===== src/rtl/cache_types_pkg.sv =====
// Shared types and sizing for the cache line adapter.
package cache_types_pkg;

    localparam int BEAT_W   = 64;
    localparam int BEATS    = 4;
    localparam int LINE_W   = BEAT_W * BEATS;
    localparam int OFFSET_W = 5;
    localparam int ADDR_W   = 32;
    localparam int CNT_W    = 2;

    localparam logic [ADDR_W-1:0] OFFSET_MASK = ADDR_W'((1 << OFFSET_W) - 1);

    typedef enum logic [2:0] {
        IDLE,
        RD_REQ,
        RD_DATA,
        WR_BURST,
        RESP
    } adapter_state_t;

    function automatic logic [ADDR_W-1:0] line_align(input logic [ADDR_W-1:0] addr);
        return addr & ~OFFSET_MASK;
    endfunction

endpackage


===== src/rtl/cacheline_adapter.sv =====
// Bridges a 256-bit cache line port to a 64-bit burst memory (4 beats per line).
// Optional CACHELINE_ADAPTER_RADDR_CHECK_EN drops read beats with a foreign address tag and flags err.
module cacheline_adapter
    import cache_types_pkg::*;
(
    input  logic              clk,
    input  logic              rst,
    input  logic [ADDR_W-1:0] dfp_addr,
    input  logic              dfp_read,
    input  logic              dfp_write,
    input  logic [LINE_W-1:0] dfp_wdata,
    output logic [LINE_W-1:0] dfp_rdata,
    output logic              dfp_resp,
    output logic [ADDR_W-1:0] bmem_addr,
    output logic              bmem_read,
    output logic              bmem_write,
    output logic [BEAT_W-1:0] bmem_wdata,
    input  logic              bmem_ready,
    input  logic [ADDR_W-1:0] bmem_raddr,
    input  logic [BEAT_W-1:0] bmem_rdata,
    input  logic              bmem_rvalid,
    output logic              err
);

    adapter_state_t    state;
    adapter_state_t    state_next;
    logic [CNT_W-1:0]  cnt;
    logic [ADDR_W-1:0] addr_q;
    logic [LINE_W-1:0] wline;
    logic [LINE_W-1:0] rline;
    logic [LINE_W-1:0] rdata_q;

    logic beat_ok;
    logic beat_take;
    logic beat_last;
    logic wr_take;
    logic wr_last;
    logic in_read;

    // Beats may already arrive while the request is still being presented.
    assign in_read = (state == RD_REQ) || (state == RD_DATA);

`ifdef CACHELINE_ADAPTER_RADDR_CHECK_EN
    logic err_q;

    assign beat_ok = (bmem_raddr == addr_q);

    always_ff @(posedge clk) begin
        if (rst) begin
            err_q <= 1'b0;
        end else if (in_read && bmem_rvalid && !beat_ok) begin
            err_q <= 1'b1;
        end
    end

    assign err = err_q;
`else
    assign beat_ok = 1'b1;
    // Address tags are not inspected in this build; err folds them into a constant zero.
    assign err     = 1'b0 & (|bmem_raddr);
`endif

    assign beat_take = in_read && bmem_rvalid && beat_ok;
    assign beat_last = beat_take && (cnt == CNT_W'(BEATS - 1));
    assign wr_take   = (state == WR_BURST) && bmem_ready;
    assign wr_last   = wr_take && (cnt == CNT_W'(BEATS - 1));

    always_comb begin
        state_next = state;
        bmem_read  = 1'b0;
        bmem_write = 1'b0;
        bmem_addr  = '0;
        bmem_wdata = '0;
        dfp_resp   = 1'b0;
        case (state)
            IDLE: begin
                if (dfp_write) begin
                    state_next = WR_BURST;
                end else if (dfp_read) begin
                    state_next = RD_REQ;
                end
            end
            RD_REQ: begin
                bmem_read = 1'b1;
                bmem_addr = addr_q;
                if (beat_last) begin
                    state_next = RESP;
                end else if (bmem_ready) begin
                    state_next = RD_DATA;
                end
            end
            RD_DATA: begin
                if (beat_last) begin
                    state_next = RESP;
                end
            end
            WR_BURST: begin
                bmem_write = 1'b1;
                bmem_addr  = addr_q;
                bmem_wdata = wline[BEAT_W-1:0];
                if (wr_last) begin
                    state_next = RESP;
                end
            end
            RESP: begin
                dfp_resp   = 1'b1;
                state_next = IDLE;
            end
            default: begin
                state_next = IDLE;
            end
        endcase
    end

    // Both line registers shift by one beat: reads fill from the top so beat 0
    // ends in [63:0], writes drain from the bottom so the current beat is [63:0].
    always_ff @(posedge clk) begin
        if (rst) begin
            state   <= IDLE;
            cnt     <= '0;
            addr_q  <= '0;
            wline   <= '0;
            rline   <= '0;
            rdata_q <= '0;
        end else begin
            state <= state_next;
            if (state == IDLE) begin
                cnt <= '0;
                if (dfp_write || dfp_read) begin
                    addr_q <= line_align(dfp_addr);
                end
                if (dfp_write) begin
                    wline <= dfp_wdata;
                end
            end
            if (beat_take) begin
                rline <= {bmem_rdata, rline[LINE_W-1:BEAT_W]};
                cnt   <= cnt + 1'b1;
            end
            if (beat_last) begin
                rdata_q <= {bmem_rdata, rline[LINE_W-1:BEAT_W]};
            end
            if (wr_take) begin
                wline <= {{BEAT_W{1'b0}}, wline[LINE_W-1:BEAT_W]};
                cnt   <= cnt + 1'b1;
            end
        end
    end

    assign dfp_rdata = rdata_q;

endmodule


===== config.mk =====
export PLATFORM = sky130hd
export DESIGN_NAME = cacheline_adapter
export DESIGN_NICKNAME = d
export VERILOG_FILES = /design/src/rtl/cache_types_pkg.sv /design/src/rtl/cacheline_adapter.sv
export SDC_FILE = /design/constraint.sdc
export NUM_CORES = 2
export LEC_CHECK = 0
export BUFFER_PORTS_ARGS = -buffer_cell sky130_fd_sc_hd__buf_2
export CAP_MARGIN = 5
export CORE_MARGIN = 8
export CORE_UTILIZATION = 36
export DETAILED_ROUTE_END_ITERATION = 8
export HOLD_SLACK_MARGIN = 0.12
export PLACE_DENSITY_LB_ADDON = 0.25
export SLEW_MARGIN = 20
export SYNTH_ARGS = -nofsm -noshare
export SYNTH_HDL_FRONTEND = slang
export SYNTH_SLANG_ARGS = --single-unit

===== constraint.sdc =====
create_clock -name clk -period 1.8 [get_ports clk]
set_clock_uncertainty 0.1 [all_clocks]
set_input_delay 0 -clock clk [delete_from_list [all_inputs] [get_ports clk]]
set_output_delay 0 -clock clk [all_outputs]
set_load 0.03 [all_outputs]

==> impl_metrics.toml, run 1 <==
[status]
outcome = "aborted with a tool error"
lastStage = "5_1_grt"
firstError = "[ERROR GRT-0232] Routing congestion too high. Check the congestion heatmap in the GUI."

[synthesis]
synth.distinct_cells = 35
yosysSeqAreaShare_pct = 50.7
async_reset_ff_share_pct = 0
syn_area_per_cell_um2 = 7.93
synth.area.top_cells = "dfxtp_1, a21oi_1, nand3_1, o21ai_0, nand2_1"
yosys.area.top_type = "dfxtp_1"
synth_warnings = 0
ys.flop_type = "dfxtp_1"
synthCells = 3669
syn-cell-area_um2 = 29100
synthMostInstantiatedCell = "dfxtp_1"
synth_edf_count = 0
ys_top_cells_by_count = "dfxtp_1, a21oi_1, nand2_1"
synth_top_area_share_pct = 50.7
synth_seq_cells = 736

[die]
io_pins = 746
die_h_um = 300
start_util_pct = 36.2
rows = 104
die_w_um = 300

[sta]
worst-ep-kind = "top-level output"
crit_endpoint = "bmem_wdata[38]"

[global_route]
grt_max_degree = 100
grt_use_total_pct = 46.6
grt-ovfl-total = 2

[placed_design]
dpl.hpwl_um = 80700
place.gp.congestion = 0.850
port_buffers = 702
post-place-cells = 5187

[clocking]
cts.htree.levels = 3
clockBufferDepth = 3
clock-sinks = 736
numCtsBuffers = 81
root_buffer = "clkbuf_16"
==> cells by family after synthesis <==
group	count (synthesis)	synth area share, %
simple gates	1296	19.8
compound gates	1211	23.3
buf+inv	417	5.83
xor+xnor	2	0.0861
fa+ha+maj	1	0.0430
other cells	1	0.0129
flops	736	50.7
mux	5	0.181
==> what timing repair did <==
| action | CTS |
|---|---|
| hold buffers | 681 |
| setup buffers | 18 |
| pin swaps | 80 |
| gates cloned | 32 |
| endpoints found under the setup margin | 377 |
| resized for setup | 292 |
| hold endpoints to repair | 736 |
==> metal layers <==
metal	track usage, %	overflow
met3	34.7	0
met1	49.1	0
met5	23.2	0
met2	59.2	2
met4	37.6	0
==> through the flow <==
| step | setup slack [ns] | area, um^2 |
|---|---|---|
| after detailed placement | -0.0474 | 34600 |
| after CTS | -0.291 | 46500 |
| after global placement | -0.0103 | 34600 |
| after floorplan | 0.0164 | 29100 |
==> run 2, diff against run 1 <==
CORE_UTILIZATION = 21   (was 36)
HOLD_SLACK_MARGIN = default   (was 0.12)
PLACE_DENSITY_LB_ADDON = 0.15   (was 0.25)
clock period = 2.35 ns   (was 1.8 ns; I/O delays follow)
==> impl_metrics.toml, run 2 <==
[global_route]
grt_max_degree = 166
grt-ovfl-total = 0
antenna_found_initial = 10
grt_use_total_pct = 16.5
grt_pass1_vias = 32000
grt_pass1_wl_um = 199000

[final_layout]
final_nets = 5238
multi_input_area_um2 = 12800
design_area_um2 = 45100
layout_common_cells = "dfxtp_1, buf_2, dlygate4sd3_1, a21oi_1, nand2_1"
layout.area.seq_um2 = 14700
n_fill_cell = 14600
area_delta_synth_final_pct = 55.0
layout_commonest_cell = "dfxtp_1"
drive_gt1_share_pct = 20.9

[hold_path]
hold_path.class = "in -> reg"

[die]
start_util_pct = 21.2
coreArea_um2 = 137000
io_pins = 746
die_w_um = 388
die_area_um2 = 151000
rows = 136
die_h_um = 388

[sta]
rsz0062_at_grt = "true"
maxSlewHeadroom_pct = 41.6
min_period_ns = 2.30
slew_violations = 0
fin_crit_sh_pct = 97.9
setup_viol = 0
final_hold_viol_count = 0
tightest_slew_ns = 0.875
max_freq_mhz = 434
holdWs_ns = 0.0640

[route]
viasPerCell = 4.72
first_iter_violations = 1934
drc_errors = 0
routed_wl_um = 134000
ant_nets = 0
vias = 31700
wl_per_cell_um = 19.9
firstDrtPassIters = 5

[worst_setup_path]
critPathRequiredTime_ns = 2.25
worst-setup-path-type = "reg -> out"
cp_data_arrival_time_ns = 2.20
cp-start-kind = "register"
endpoint_kind = "output port"
cp_max_fo = 23

[synthesis]
syn-cell-area_um2 = 29100
synth_top_area_share_pct = 50.7
synth.area.top_cells = "dfxtp_1, a21oi_1, nand3_1, o21ai_0, nand2_1"
synth_edf_count = 0
synthCells = 3669
synth.distinct_cells = 35
yosys.area.top_type = "dfxtp_1"
async_reset_ff_share_pct = 0
synth_warnings = 0
syn_area_per_cell_um2 = 7.93
synthMostInstantiatedCell = "dfxtp_1"
synth_seq_cells = 736
ys.flop_type = "dfxtp_1"
ys_top_cells_by_count = "dfxtp_1, a21oi_1, nand2_1"
yosysSeqAreaShare_pct = 50.7

[clocking]
numCtsBuffers = 94
clock_latency_ns = 0.70
root_buffer = "clkbuf_16"
clockBufferDepth = 3
cts_tree = "yes"
cts.htree.levels = 3
clock-sinks = 736
clk_pin_slew_ns = 0.06

[power_and_ir_drop]
pwr_density_cell_nw_per_um2 = 733
vdd_drop_max_v = 0.000538
p_leak_nw = 17.8

[status]
outcome = "complete, no violations"

[placed_design]
port_buffers = 702
placed_cell_area_um2 = 35100
place.gp.congestion = 0.780
dpl.hpwl_um = 86600

[job]
cap_viol_max_count = 0
## run 2: cell counts after synthesis
Identical to the previous run, type by type.
## run 2: final timing paths
check	startpoint	slack, ns	endpoint	depth (start not counted)
worst max-delay path	state[2]$_SDFFE_PP0P_	0.05	bmem_wdata[12]	6
worst min-delay path	dfp_wdata[128]	0.06	wline[128]$_SDFFE_PP0P_	4
worst max register to register	state[0]$_SDFFE_PP0P_	0.05	wline[11]$_SDFFE_PP0P_	7
worst min register to register	rline[122]$_SDFFE_PP0P_	0.31	dfp_rdata[58]$_SDFFE_PP0P_	2
## run 2: layer usage
metal / up-vias / track usage [%] / wire length, um
met1: 15300 / 20.6 / 57000
met2: 904 / 27.9 / 64700
met5: - / 0 / 0
li1: 15300 / - / -
met4: 0 / 6.56 / 5070
met3: 217 / 3.25 / 7220
## run 2: what timing repair did
item,CTS,global route
endpoints found under the setup margin,93,67
gates resized for setup,15,50
endpoints found under the hold margin,669,0
gates cloned,0,6
pin swaps,0,4
setup buffers,0,10
hold buffers,643,0
## run 2: final cells by class
| cell class | count | share of cell area, % |
|---|---|---|
| clock inverter | 26 | 0.750 |
| tap | 1794 | 4.98 |
| clock buffer | 144 | 6.32 |
| multi-input combinational | 2522 | 28.4 |
| timing repair buffer | 1492 | 26.8 |
| inverter | 1 | 0.00833 |
| sequential | 736 | 32.7 |
| antenna | 8 | 0.0444 |
## run 2: metrics by stage
stage | utilization, % | setup slack (ns) | total power, mW | TNS [ns] | std cells
floorplan | - | 0.543 | 15.7 | 0 | 3674
global placement | 25.5 | 0.225 | 17.6 | 0 | 5887
detailed placement | 25.5 | 0.231 | 17.6 | 0 | 5887
CTS | 32.5 | 0.000780 | 33.4 | 0 | 6700
global route | 32.8 | -0.0259 | 34.5 | -0.266 | 6720
finish | 32.8 | 0.0483 | 33.1 | 0 | 6723
## run 2: cell families (layout without fill, tap and decap cells)
family | after synthesis | count (layout) | synth area share (%)
buf+inv | 417 | 1663 | 5.83
flops | 736 | 736 | 50.7
simple gates | 1296 | 1297 | 19.8
xor+xnor | 2 | 2 | 0.0861
fa+ha+maj | 1 | 1 | 0.0430
compound gates | 1211 | 1211 | 23.3
other cells | 1 | 14 | 0.0129
mux | 5 | 5 | 0.181
## run 2: critical path, stage by stage, from the launching register on
cell and delay, ns:
dfxtp_4 0.38, buf_4 0.19, nor2b_4 0.14, buf_12 0.15, buf_12 0.18, and3_1 0.27, buf_4 0.19
## run 2: power breakdown
part | internal, mW | leakage, nW | switching (mW)
clock network | 8.72 | 1.57 | 6.05
registers | 13.0 | 5.98 | 0.323
logic | 2.08 | 10.3 | 2.87
total | 23.8 | 17.8 | 9.25
No activity file was read; power rests on OpenSTA's default activity.
